<file path="src/rtl/mem_if_pkg.sv">
// rtl/mem_if_pkg.sv - shared feeder state encoding and control-width derivation
package mem_if_pkg;

    localparam logic [0:0] ST_IDLE   = 1'b0;
    localparam logic [0:0] ST_ACTIVE = 1'b1;

    // Rotation control needs log2(lanes) bits; lane counts are powers of two >= 2
    function automatic int ctrl_width(input int num_data);
        return (num_data > 1) ? $clog2(num_data) : 1;
    endfunction

endpackage

</file>
<file path="src/rtl/feeder_fifo.sv">
// rtl/feeder_fifo.sv - two-entry ordered buffer between the read port and the shifter load
module feeder_fifo #(
    parameter int WIDTH = 8
) (
    input  logic             clk,
    input  logic             rst,
    input  logic             push,
    input  logic [WIDTH-1:0] wdata,
    input  logic             pop,
    output logic             full,
    output logic             empty,
    output logic [WIDTH-1:0] head
);

    logic [WIDTH-1:0] mem_q [2];
    logic             wr_ptr_q;
    logic             rd_ptr_q;
    logic [1:0]       count_q;
    logic [1:0]       count_d;
    logic             do_push;
    logic             do_pop;

    assign full    = (count_q == 2'd2);
    assign empty   = (count_q == 2'd0);
    assign do_pop  = pop && !empty;
    // A push into a full buffer is legal when the head leaves in the same cycle
    assign do_push = push && (!full || do_pop);
    assign head    = empty ? '0 : mem_q[rd_ptr_q];

    always_comb begin
        count_d = count_q;
        if (do_push && !do_pop) begin
            count_d = count_q + 2'd1;
        end else if (!do_push && do_pop) begin
            count_d = count_q - 2'd1;
        end
    end

    always_ff @(posedge clk or posedge rst) begin
        if (rst) begin
            wr_ptr_q <= 1'b0;
            rd_ptr_q <= 1'b0;
            count_q  <= 2'd0;
        end else begin
            if (do_push) wr_ptr_q <= ~wr_ptr_q;
            if (do_pop)  rd_ptr_q <= ~rd_ptr_q;
            count_q <= count_d;
        end
    end

    always_ff @(posedge clk) begin
        if (do_push) mem_q[wr_ptr_q] <= wdata;
    end

endmodule

</file>
<file path="src/rtl/shifter_feeder.sv">
// rtl/shifter_feeder.sv - burst feeder presenting buffered read beats and a rotation amount to a lane shifter
// Optional 32-bit STALL_CNT output enabled by defining SHIFTER_FEEDER_STALL_CNT_EN
module shifter_feeder
    import mem_if_pkg::*;
#(
    parameter  int DATA_WIDTH         = 16,
    parameter  int NUM_DATA           = 16,
    parameter  int LEN_WIDTH          = 8,
    localparam int SHUFFLE_DATA_WIDTH = DATA_WIDTH * NUM_DATA,
    localparam int CTRL_WIDTH         = ctrl_width(NUM_DATA)
) (
    input  logic                          ACLK,
    input  logic                          ARESET,
    input  logic                          CMD_VALID,
    output logic                          CMD_READY,
    input  logic [CTRL_WIDTH-1:0]         CMD_LANE,
    input  logic [LEN_WIDTH-1:0]          CMD_LEN,
    input  logic                          RDATA_VALID,
    output logic                          RDATA_READY,
    input  logic [SHUFFLE_DATA_WIDTH-1:0] RDATA,
    input  logic                          OUT_READY,
    output logic                          RD_EN,
    output logic [SHUFFLE_DATA_WIDTH-1:0] DATA_OUT,
    output logic [CTRL_WIDTH-1:0]         CTRL_OUT,
    output logic                          SHIFT_VALID,
    output logic                          DONE
`ifdef SHIFTER_FEEDER_STALL_CNT_EN
    ,
    output logic [31:0]                   STALL_CNT
`endif
);

    localparam logic [LEN_WIDTH-1:0] LEN_ONE = 1;

    logic [0:0]            state_q, state_d;
    logic [LEN_WIDTH-1:0]  len_q, len_d;
    logic [LEN_WIDTH-1:0]  acc_cnt_q, acc_cnt_d;
    logic [LEN_WIDTH-1:0]  iss_cnt_q, iss_cnt_d;
    logic [CTRL_WIDTH-1:0] ctrl_q, ctrl_d;
    logic                  done_q, done_d;
    logic                  shift_valid_q;

    logic cmd_fire;
    logic is_active;
    logic beat_push;
    logic last_pop;
    logic fifo_full;
    logic fifo_empty;

    assign is_active   = (state_q == ST_ACTIVE);
    assign CMD_READY   = (state_q == ST_IDLE);
    assign cmd_fire    = CMD_VALID && CMD_READY;
    assign RDATA_READY = is_active && !fifo_full && (acc_cnt_q < len_q);
    assign beat_push   = RDATA_VALID && RDATA_READY;
    assign RD_EN       = is_active && !fifo_empty && OUT_READY;
    // len_q is nonzero whenever ACTIVE, so len_q-1 cannot wrap
    assign last_pop    = RD_EN && (iss_cnt_q == len_q - LEN_ONE);

    assign CTRL_OUT    = ctrl_q;
    assign SHIFT_VALID = shift_valid_q;
    assign DONE        = done_q;

    feeder_fifo #(
        .WIDTH (SHUFFLE_DATA_WIDTH)
    ) u_fifo (
        .clk   (ACLK),
        .rst   (ARESET),
        .push  (beat_push),
        .wdata (RDATA),
        .pop   (RD_EN),
        .full  (fifo_full),
        .empty (fifo_empty),
        .head  (DATA_OUT)
    );

    always_comb begin
        state_d   = state_q;
        len_d     = len_q;
        acc_cnt_d = acc_cnt_q;
        iss_cnt_d = iss_cnt_q;
        ctrl_d    = ctrl_q;
        done_d    = 1'b0;
        if (cmd_fire) begin
            len_d     = CMD_LEN;
            ctrl_d    = CMD_LANE;
            acc_cnt_d = '0;
            iss_cnt_d = '0;
            if (CMD_LEN != '0) begin
                state_d = ST_ACTIVE;
            end else begin
                done_d = 1'b1;
            end
        end else begin
            if (beat_push) acc_cnt_d = acc_cnt_q + LEN_ONE;
            if (RD_EN)     iss_cnt_d = iss_cnt_q + LEN_ONE;
            if (last_pop) begin
                state_d = ST_IDLE;
                done_d  = 1'b1;
            end
        end
    end

    always_ff @(posedge ACLK or posedge ARESET) begin
        if (ARESET) begin
            state_q       <= ST_IDLE;
            len_q         <= '0;
            acc_cnt_q     <= '0;
            iss_cnt_q     <= '0;
            ctrl_q        <= '0;
            done_q        <= 1'b0;
            shift_valid_q <= 1'b0;
        end else begin
            state_q       <= state_d;
            len_q         <= len_d;
            acc_cnt_q     <= acc_cnt_d;
            iss_cnt_q     <= iss_cnt_d;
            ctrl_q        <= ctrl_d;
            done_q        <= done_d;
            shift_valid_q <= RD_EN;
        end
    end

`ifdef SHIFTER_FEEDER_STALL_CNT_EN
    logic [31:0] stall_cnt_q, stall_cnt_d;

    always_comb begin
        stall_cnt_d = stall_cnt_q;
        if (cmd_fire) begin
            stall_cnt_d = '0;
        end else if (is_active && !fifo_empty && !OUT_READY && (stall_cnt_q != '1)) begin
            stall_cnt_d = stall_cnt_q + 32'd1;
        end
    end

    always_ff @(posedge ACLK or posedge ARESET) begin
        if (ARESET) begin
            stall_cnt_q <= '0;
        end else begin
            stall_cnt_q <= stall_cnt_d;
        end
    end

    assign STALL_CNT = stall_cnt_q;
`endif

endmodule

</file>
<file path="config.mk">
export PLATFORM = sky130hd
export DESIGN_NAME = shifter_feeder
export DESIGN_NICKNAME = d
export VERILOG_FILES = /design/src/rtl/mem_if_pkg.sv /design/src/rtl/feeder_fifo.sv /design/src/rtl/shifter_feeder.sv
export SDC_FILE = /design/constraint.sdc
export NUM_CORES = 1
export LEC_CHECK = 0
export CAP_MARGIN = 15
export CORE_AREA = 4 4 210 212
export CTS_BUF_LIST = sky130_fd_sc_hd__clkbuf_2 sky130_fd_sc_hd__clkbuf_4 sky130_fd_sc_hd__clkbuf_8
export DETAILED_ROUTE_END_ITERATION = 7
export DIE_AREA = 0 0 214 216
export DONT_BUFFER_PORTS = 1
export GPL_ROUTABILITY_DRIVEN = 1
export SLEW_MARGIN = 20
export SYNTH_ARGS = -nofsm -noshare
export SYNTH_HDL_FRONTEND = slang
export SYNTH_SLANG_ARGS = --single-unit
</file>
<file path="constraint.sdc">
create_clock -name ACLK -period 37.3 [get_ports ACLK]
set_clock_uncertainty 0.2 [all_clocks]
set_input_delay 7.46 -clock ACLK [delete_from_list [all_inputs] [get_ports ACLK]]
set_output_delay 7.46 -clock ACLK [all_outputs]
set_load 0.005 [all_outputs]
</file>
## Word-level counts from Yosys, hierarchy flattened

Memory sizes are Yosys's and may differ from the RTL's.
Index checks and enable logic that the tools add are counted.

| word-level totals | value |
|---|---|
| output and inout bits | 265 |
| bits of input ports | 273 |
| memory bits (read-only) | 0 |
| memories | 1 |
| RAM bits | 512 |
| word-level logic and storage cells | 61 |
| flip-flop bits (word level) | 35 |
| latch bits | 0 |

| cells by class | value |
|---|---|
| order comparisons | 1 |
| $add $sub $neg | 5 |
| shifts and indexed selects | 0 |
| bitwise logic cells | 3 |
| reduce and logical (&&, ||, !) cells | 23 |
| muxes and demuxes | 15 |
| div/mod/pow operators | 0 |
| equality and inequality tests | 3 |
| multipliers | 0 |

Memories:

| name | depth | bits a word | read ports | clocked after Yosys merged registers in | write ports | line | text |
|---|---|---|---|---|---|---|---|
| u_fifo.mem_q | 2 | 256 | 1 | 0 | 1 | feeder_fifo.sv:15 | `logic [WIDTH-1:0] mem_q [2];` |

Operators with widths:

| kind | number |
|---|---|
| $mux W256 | 1 |
| $mux W8 | 4 |
| $add A8 B1 Y8 const B | 2 |
| $logic_and A1 B1 Y1 | 11 |
| $eq A8 B8 Y1 | 1 |
| $lt A8 B8 Y1 | 1 |
| $mux W1 | 8 |
| $reduce_bool A2 Y1 | 4 |
| $reduce_bool A8 Y1 | 1 |
| $sub A8 B1 Y8 const B | 1 |
| $logic_not A1 Y1 | 4 |
| $mux W2 | 2 |
| $not A1 Y1 | 3 |
| $add A2 B1 Y2 const B | 1 |
| $eq A2 B2 Y1 const B | 1 |
| $logic_not A2 Y1 | 1 |
| $ne A2 B1 Y1 const B | 1 |
| $reduce_and A2 Y1 | 1 |
| $sub A2 B1 Y2 const B | 1 |
| $logic_or A1 B1 Y1 | 1 |

## Longest topological paths before layout

Gate-level depths: netlist of the first run.

| logic depth | value |
|---|---|
| word-level depth | 11 |
| depth in mapped cells | 10 |
| gate-level depth less buffers | 10 |

## Hierarchy

A second synthesis of the first run with hierarchy kept.

| second synthesis, totals | value |
|---|---|
| cell total of the unflattened synthesis | 1301 |
| area, all modules | 21518.1 µm² |

Modules (own cells, without submodules):

| module | seq. area each (µm²) | area each (µm²) | times used | cells each |
|---|---|---|---|---|
| feeder_fifo | 15474.8 | 19683.9 | 1 | 1101 |
| shifter_feeder | 775.7 | 1834.3 | 1 | 200 |

## Worst setup path before layout of the first run

OpenSTA, ideal clock, no wires.

| timing | value |
|---|---|
| path kind | input port to flip-flop |
| from | in RDATA_VALID |
| to | mem u_fifo.mem_q[0][0] in the netlist's numbering (enable) |
| required time | 36192 ps |
| buffers on the path | 0 |
| path slack | 16926 ps |
| arrival time | 19266 ps |
| stages on the path | 4 |
| library setup time | 908 ps |
| cells stage by stage | inv_1 > or2_4 > a21oi_2 > nor2b_1 |

| between the ends | value |
|---|---|
| longest elaborated chain between the ends | 4 |

RTL lines:

| item | line | text |
|---|---|---|
| start, declared | shifter_feeder.sv:18 | `input logic RDATA_VALID,` |
| $logic_and A1 B1 Y1 | shifter_feeder.sv:54 | `assign beat_push = RDATA_VALID && RDATA_READY;` |
| $logic_and A1 B1 Y1 | feeder_fifo.sv:27 | `assign do_push = push && (!full \|\| do_pop);` |
| $mux W1 | feeder_fifo.sv:52 | `if (do_push) mem_q[wr_ptr_q] <= wdata;` |
| $mux W1 (not written as such) | feeder_fifo.sv:52 |  |
| end, declared | feeder_fifo.sv:15 |  |

Every way passes these cells.

## Final worst setup path of the first run

| timing | value |
|---|---|
| from | in OUT_READY |
| to | out RD_EN |

| between the ends | value |
|---|---|
| longest elaborated chain between the ends | 1 |

RTL lines:

| item | line | text |
|---|---|---|
| start, declared | shifter_feeder.sv:21 | `input logic OUT_READY,` |
| $logic_and A1 B1 Y1 | shifter_feeder.sv:55 | `assign RD_EN = is_active && !fifo_empty && OUT_READY;` |
| end, declared | shifter_feeder.sv:22 | `output logic RD_EN,` |

Every way passes these cells.

==> results of run 1 <==
## synthesized netlist by cell type (9+ instances only)
master | number | area (um^2)
sky130_fd_sc_hd__xnor2_1 | 15 | 131
sky130_fd_sc_hd__buf_1 | 12 | 45.0
sky130_fd_sc_hd__inv_1 | 14 | 52.6
sky130_fd_sc_hd__dfrtp_1 | 35 | 876
sky130_fd_sc_hd__buf_2 | 14 | 70.1
sky130_fd_sc_hd__clkbuf_1 | 39 | 146
sky130_fd_sc_hd__mux2i_1 | 259 | 2590
sky130_fd_sc_hd__xor2_1 | 9 | 78.8
sky130_fd_sc_hd__ha_1 | 11 | 138
sky130_fd_sc_hd__o21ai_0 | 15 | 75.1
sky130_fd_sc_hd__nand2_1 | 43 | 161
sky130_fd_sc_hd__nor2_1 | 271 | 1020
sky130_fd_sc_hd__edfxtp_1 | 512 | 15400
## state kept, by name (all words and copies together), names as in the netlist
signal and count:
CTRL_OUT 4, u_fifo.rd_ptr_q 1, iss_cnt_q 8, u_fifo.mem_q 512, SHIFT_VALID 1, is_active 1
DONE 1, len_q 8, u_fifo.count_q 2, acc_cnt_q 8, u_fifo.wr_ptr_q 1
## layer usage
layer | vias up | track usage, % | wire length, um
met5 | - | 0 | 34
met4 | 4 | 7.22 | 1360
met3 | 88 | 11.5 | 5520
met2 | 398 | 34.1 | 24300
met1 | 5226 | 21.1 | 16500
li1 | 4844 | - | -
## power breakdown
part	total (W)	internal, W	switching (W)
Sequential	0.000873	0.000825	0.0000475
Combinational	0.000520	0.000159	0.000361
Clock	0.000491	0.000269	0.000223
## final timing paths
check	endpoint	cells past startpoint
max	RD_EN	1
min	CTRL_OUT[0]	2
max reg2reg	u_fifo.mem_q[1][62]	8
min reg2reg	CTRL_OUT[0]	2
max in group asynchronous	u_fifo.rd_ptr_q	2
min in group asynchronous	SHIFT_VALID	2
## area by class of cell
cell class / instances / area, um^2 / share of cell area [%]
clock buffer: 120 / 1480 / 6.33
clock inverter: 35 / 204 / 0.874
sequential: 547 / 16300 / 69.7
multi-input combinational: 671 / 4540 / 19.5
inverter: 14 / 52.6 / 0.225
tap: 539 / 674 / 2.89
timing repair buffer: 13 / 123 / 0.526
## cells by family (layout without fill, tap and decap cells)
group / Yosys count / in the layout / share of synthesized area (%)
AO/OA/AOI/OAI: 35 / 35 / 1.09
multiplexers: 259 / 259 / 12.3
adder cells (fa/ha/maj): 11 / 11 / 0.653
flip-flops: 547 / 547 / 77.1
XOR/XNOR: 24 / 24 / 0.997
AND/OR/NAND/NOR: 342 / 342 / 6.42
buffers and inverters: 79 / 182 / 1.49
## through the flow
step | area, um^2 | std cells | util, % | hold WS (ns)
2_1_floorplan | 21100 | 1297 | - | 0.255
3_5_place_dp | 21600 | 1784 | 51.6 | 0.294
5_1_grt | 23300 | 1939 | 55.6 | 0.332
3_3_place_gp | 21600 | 1784 | 51.6 | 0.296
4_1_cts | 23300 | 1939 | 55.6 | 0.309
6_report | 23300 | 1939 | 55.6 | 0.302
==> run summary, run 1 <==
The most common cell after layout, fill and taps aside is sky130_fd_sc_hd__edfxtp_1. The reg-to-reg startpoint is len_q[3]. Relative to the synthesized area, the layout overhead comes to 10.6%.

The post-route netlist has between 10 and 15% of its cells at a drive strength greater than 1. For this configuration, the core starts out at a cell density of slightly above 50%. Along the worst path, the maximum fanout reaches 9. The total overflow left after global routing is 0.

The synthesized design contains approximately 550 register bits. The clock slew seen by the registers of the worst setup and hold paths is 0.06 ns. STA classifies the critical path startpoint as an input port. The residual antenna-violating net count after detailed routing came out at 0. In this run the worst setup path begins at OUT_READY. The cell area after synthesis came out at roughly 21000 um^2. The synthesized design contains between 500 and 600 enable-type register cells. Measured against its own limit, the worst slew margin works out to 18.8%. The highest clock frequency the design can meet came out at around 0.064 GHz.

The slew at the pin closest to its max-slew limit came out at between 1 and 1.5 ns. The data required time of the worst path came out at between 20 and 30 ns. The critical path goes through and3_1. The initial antenna violation count is 2. The detailed-router iteration count before antenna repair is 4.

The startpoint identified for the worst hold timing path is CTRL_OUT[0]. The leakage power came out at 8.66 nW. The quantity of hold-fixing buffers added after cts is 0. When the netlist entered floorplanning its net count stood at about 1600. The power density normalized to cell area is between 80 and 90 nW/um^2. The sum of negative setup slack came out at 0 ns. The warning count from the yosys run is 0. The least setup slack across all paths after layout came out at around 22 ns. No sink is reached through more buffers than the 3 on the longest clock path. The average instance in the mapped netlist occupies about 16 um^2. The post-detailed-placement half-perimeter wirelength is between 30000 and 40000 um. In this run the register-to-register setup slack is between 30 and 40 ns. Clock tree synthesis selected as its root buffer the cell sky130_fd_sc_hd__clkbuf_8. The post-synthesis async set-or-reset flop share came out at 6.40%.

The largest individual stage delay along the critical path comes from the cell sky130_fd_sc_hd__and3_1. OpenSTA, run right after detailed placement, puts the worst setup slack at approximately 22 ns. The largest net degree at the start of global routing came out at 170. The flow ran to the end, and the final reports show no timing, DRC or antenna violations.

The number of antenna diodes in the final layout is 0. For this block, the via count after detailed routing is 10600. The worst setup path is of the input port to output port kind. The die span in y came out at around 220 um. The tool flagged a number of max-cap violations equal to 0.

The kind of cell with the highest combined delay along the critical path is simple AND/OR/NAND/NOR gates. The horizontal die dimension is between 200 and 250 um. Summing the sequential cell areas from Yosys gives between 70% and 80% of the chip area. The detailed-route DRC error count came out at 0. The clock tree synthesis step divided the H-tree into 3 levels. The clock sink count is ~550.

The floorplan has between 70 and 80 rows. The first global-routing pass estimated ~70000 um of wire. The arrival time reported for the critical path endpoint came out at about 7.9 ns.

The post-CTS setup-driven buffer insertion count is 0. For this run, the slowest stage of the critical path takes roughly 0.41 ns. The clock period minus final worst setup slack is 15.53 ns. The count of boundary I/O pins is between 500 and 600. The worst hold path belongs to the class flip-flop to flip-flop. The clock insertion delay at the later pin of the skew report came out at 0.64 ns.

The number of fill cells is 3350. The post-detailed-routing wire length came out at about 48000 um. The number of endpoints failing setup at the final stage came out at 0. At the end of the flow, the number of nets in the layout was about 1600. The most instantiated flip-flop cell in the synthesis netlist is sky130_fd_sc_hd__edfxtp_1. The die covers between 40000 and 50000 um^2.

The count of unique library cells instantiated by Yosys came out at 37. Setup repair after global routing left no endpoint under its margin. The overall routing resource usage is between 20 and 25%.

The cell count after synthesis came out at between 1000 and 1500. For this block, the initial DRC count from the detailed router was approximately 760. The number of clock buffers added by TritonCTS is between 80 and 90. The final count of hold timing violations came out at 0. The top cell types in the final layout, fill and taps aside, are sky130_fd_sc_hd__edfxtp_1, sky130_fd_sc_hd__nor2_1, sky130_fd_sc_hd__mux2i_1. The share of the clock period used by the worst path is between 40% and 50%. Together, buffers and inverters on the worst path number 0. TritonCTS built the clock tree. The element type at the critical path end is an output port. The number of slew-limit violations in the final report came out at 0.

The post-detailed-route via-to-cell ratio came out at between 5 and 6. The total power draw came out at about 0.0019 W. The number of buffers inserted by port buffering came out at 0. The floorplan step defined a core boundary enclosing about 42000 um^2. The worst ir drop on vdd came out at a little under 50 uV. The routability congestion estimate from global placement came out at a little over 0.8. The via count of the first global-routing pass came to between 10000 and 15000. The number of instances resized during post-cts repair is 0. The routed wirelength normalized by instance count is 24.6 um.
(Power assumes the default switching activity.)
==> run 2: changes to the inputs <==
--- a/config.mk
+++ b/config.mk
@@ -12,6 +12,7 @@
 export DIE_AREA = 0 0 214 216
 export DONT_BUFFER_PORTS = 1
 export GPL_ROUTABILITY_DRIVEN = 1
+export PLACE_DENSITY = 0.67
 export SLEW_MARGIN = 20
 export SYNTH_ARGS = -nofsm -noshare
 export SYNTH_HDL_FRONTEND = slang
==> constraint.sdc (replaced) <==
create_clock -name ACLK -period 14.2 [get_ports ACLK]
set_clock_uncertainty 0.2 [all_clocks]
set_input_delay 2.84 -clock ACLK [delete_from_list [all_inputs] [get_ports ACLK]]
set_output_delay 2.84 -clock ACLK [all_outputs]
set_load 0.005 [all_outputs]
==> run 2 against run 1 <==
  * Register-to-register slack got worse by 24 ns
  * Utilization decreased by 0.077 points
  * Die area did not move
  * Sequential share of layout area up 0.098 points
  * Clock-buffer cell count is 7 lower
  * Non-clock buffer count is 1 higher
==> run summary, run 2 (synthesized netlist as in run 1, its figures left out) <==
The horizontal die dimension came out at 214 um (unchanged). The count of boundary I/O pins is 538 (unchanged). The met2 capacity usage during global routing came out at 32.3% (-1.8 points). The worst slew margin relative to its limit came out at 24.9% (+6.2 points).

The detailed-route DRC error count is 0 (unchanged). The power density normalized to cell area came to 211 nW/um^2 (+160%). The number of endpoints failing setup at the final stage is 0 (unchanged).

Setup repair after global routing left no endpoint under its margin. The top fanout value on the critical path is 56 (+47). The sum of negative setup slack was 0 ns (unchanged).

The remaining global-route overflow is 0 (unchanged). The first-iteration detailed-routing DRC count is 721 (-4.9%). The via count of the first global-routing pass came out at 11100 (-0.23%). The arrival time reported for the critical path endpoint came out at 3.79 ns (-4.08 ns). STA classifies the critical path endpoint as an output port. The longest individual stage delay on the worst path came out at 0.92 ns (+0.51 ns). The number of fill cells was 3239 (-3.3%). The overall routing resource usage came out at 19.1% (-1.0 points). The die span in y came out at 216 um (unchanged). The clock period minus final worst setup slack is approximately 6.8 ns. The detailed-router iteration count before antenna repair is 4 (unchanged).

The data required time of the worst path came out at 11.16 ns (-18.48 ns). The area of the core region was 41900 um^2 (unchanged). The clock sink count is 547 (unchanged). The post-detailed-route via-to-cell ratio is 5.43 (-0.33%). The row count was 75 (unchanged). The initial antenna violation count was 2 (unchanged). The largest net degree at the start of global routing came out at 100 (-41%).

Walking the worst path, the cells encountered are buf_4 > buf_4 > mux2i_1 > nor2_1. The combined area of the multi-input logic cells came out at 4550 um^2 (+0.11%). The post-CTS setup-driven buffer insertion count came out at 0 (unchanged). The kind of cell with the highest combined delay along the critical path is buffers and inverters. The number of buffers inserted by port buffering is 0 (unchanged). The post-detailed-routing wire length is 45600 um (-4.5%). Static timing analysis puts the maximum clock frequency at ~0.15 GHz.

The residual antenna-violating net count after detailed routing came to 0 (unchanged). The routability congestion estimate from global placement came to 0.865 (+6.0%). The number of vias in the routed layout is 10500 (-0.69%). The effective utilization at floorplan is 50.3% (unchanged). The met1 demand-to-capacity share in global routing is 20.4% (-0.77 points). The leakage power came out at 8.64 nW (-0.25%). Of the available clock period, the critical path in the final layout requires around half. The number of buffers and inverters on the critical path was 2 (+2). The level count of the clock H-tree came out at 3 (unchanged).

The total power draw came out at 0.00491 W (+160%). The final count of hold timing violations is 0 (unchanged). The met3 layer usage reported by global route was 9.83% (-1.7 points). The final net count is 1618 (-0.062%).

Among all stages on the critical path, the largest delay is contributed by sky130_fd_sc_hd__dfrtp_4. The clock tree from TritonCTS is built. The area growth from synthesis to layout came out at 10.5%. The number of slew-limit violations in the final report was 0 (unchanged). The clock insertion delay at the later pin of the skew report came out at 0.64 ns (about the same). The worst setup path is launched from a flip-flop. The routed wirelength normalized by instance count is 23.6 um (-4.2%). The number of flip-flops under the largest register name is 512 (unchanged). The die outline area came out at 46200 um^2 (unchanged). The clock root buffer is sky130_fd_sc_hd__clkbuf_8. The worst ir drop on vdd is 138 uV (+180%).

By startpoint and endpoint, the worst setup path is classified as flip-flop to output port. The register with the most flip-flops in the final layout is u_fifo.mem_q. In this run the worst hold path is classified as flip-flop to flip-flop. The flow ran to the end, and the final reports show no timing, DRC or antenna violations. The number of maximum-capacitance violations is 0 (unchanged). The post-detailed-placement half-perimeter wirelength came out at 30800 um (-1.9%). The fraction of the core area covered by cells at the end of the flow is 55.5% (-0.077 points).

Among the stages of the critical path, the cell type that occurs most often is sky130_fd_sc_hd__buf_4. The clock tree buffer depth came out at 3 (unchanged). The flip-flop and latch area is 16300 um^2 (unchanged). The first-pass GRT wire length is 67700 um (-3.6%).

The quantity of hold-fixing buffers added after cts came out at 0 (unchanged). The fraction of final layout cells sized beyond drive strength 1 came out at 11.1% (about the same). In the layout the commonest cells are sky130_fd_sc_hd__edfxtp_1, sky130_fd_sc_hd__nor2_1, sky130_fd_sc_hd__mux2i_1. The slew at the pin closest to its max-slew limit is 1.13 ns (-0.0924 ns). The number of instances resized during post-cts repair is 0 (unchanged). The most common cell after layout, fill and taps aside is sky130_fd_sc_hd__edfxtp_1. The clock slew seen by the registers of the worst setup and hold paths is 0.07 ns (about the same). The layer flagged by global routing as most heavily used is met2. The total CTS buffers came to 86 (-2.3%).
[run 2: cell types whose count changed in the layout (fill, tap and decap cells not counted), sizes merged]
cell,change
bufinv,+1
clkbuf,-7
clkinvlp,+2
diode,+1
clkinv,-6
buf,+1
inv,+1
[run 2: cell type report]
| type | instances | share of cell area, % |
|---|---|---|
| inverter | 14 | 0.226 |
| clock inverter | 33 | 1.02 |
| clock buffer | 113 | 6.09 |
| multi-input combinational | 671 | 19.5 |
| sequential | 547 | 69.8 |
| timing repair buffer | 14 | 0.467 |
| antenna | 1 | 0.0107 |
| tap | 539 | 2.90 |
[run 2: through the flow]
| stage | setup WS (ns) | cell area [um^2] | hold WS (ns) | std cells |
|---|---|---|---|---|
| after floorplan | 3.42 | 21100 | 0.269 | 1297 |
| final | 7.37 | 23300 | 0.321 | 1932 |
| after detailed placement | 7.45 | 21600 | 0.302 | 1785 |
| after CTS | 7.23 | 23300 | 0.316 | 1931 |
| after global placement | 7.46 | 21600 | 0.292 | 1785 |
| after global routing | 7.12 | 23300 | 0.351 | 1932 |
[run 2: path summary, 6_finish.rpt]
kind,startpoint,endpoint,slack [ns],cells after the start
worst max-delay path,u_fifo.rd_ptr_q,DATA_OUT[48],7.37,4
worst min-delay path,CTRL_OUT[0],CTRL_OUT[0],0.32,2
worst max register to register,len_q[3],u_fifo.mem_q[0][190],9.07,9
worst min register to register,CTRL_OUT[0],CTRL_OUT[0],0.32,2
max in group asynchronous,ARESET,acc_cnt_q[7],11.20,2
min in group asynchronous,ARESET,iss_cnt_q[1],1.89,1
[run 2: worst min-delay path: cells and delay by family (launching register included)]
kind             cells  cell delay (ns)
and+or+nand+nor      2             0.13
DFF                  1             0.36
[run 2: where the power goes]
part | switching [W] | internal, W
Clock | 0.000580 | 0.000702
Sequential | 0.000131 | 0.00217
Combinational | 0.000921 | 0.000413
Total | 0.00163 | 0.00328
[run 2: routing by layer]
metal | part of all wire, % | vias to the layer above
met5 | 0.029 | -
met4 | 3.3 | 2
met3 | 11 | 83
met2 | 51 | 406
met1 | 35 | 5156
li1 | - | 4840
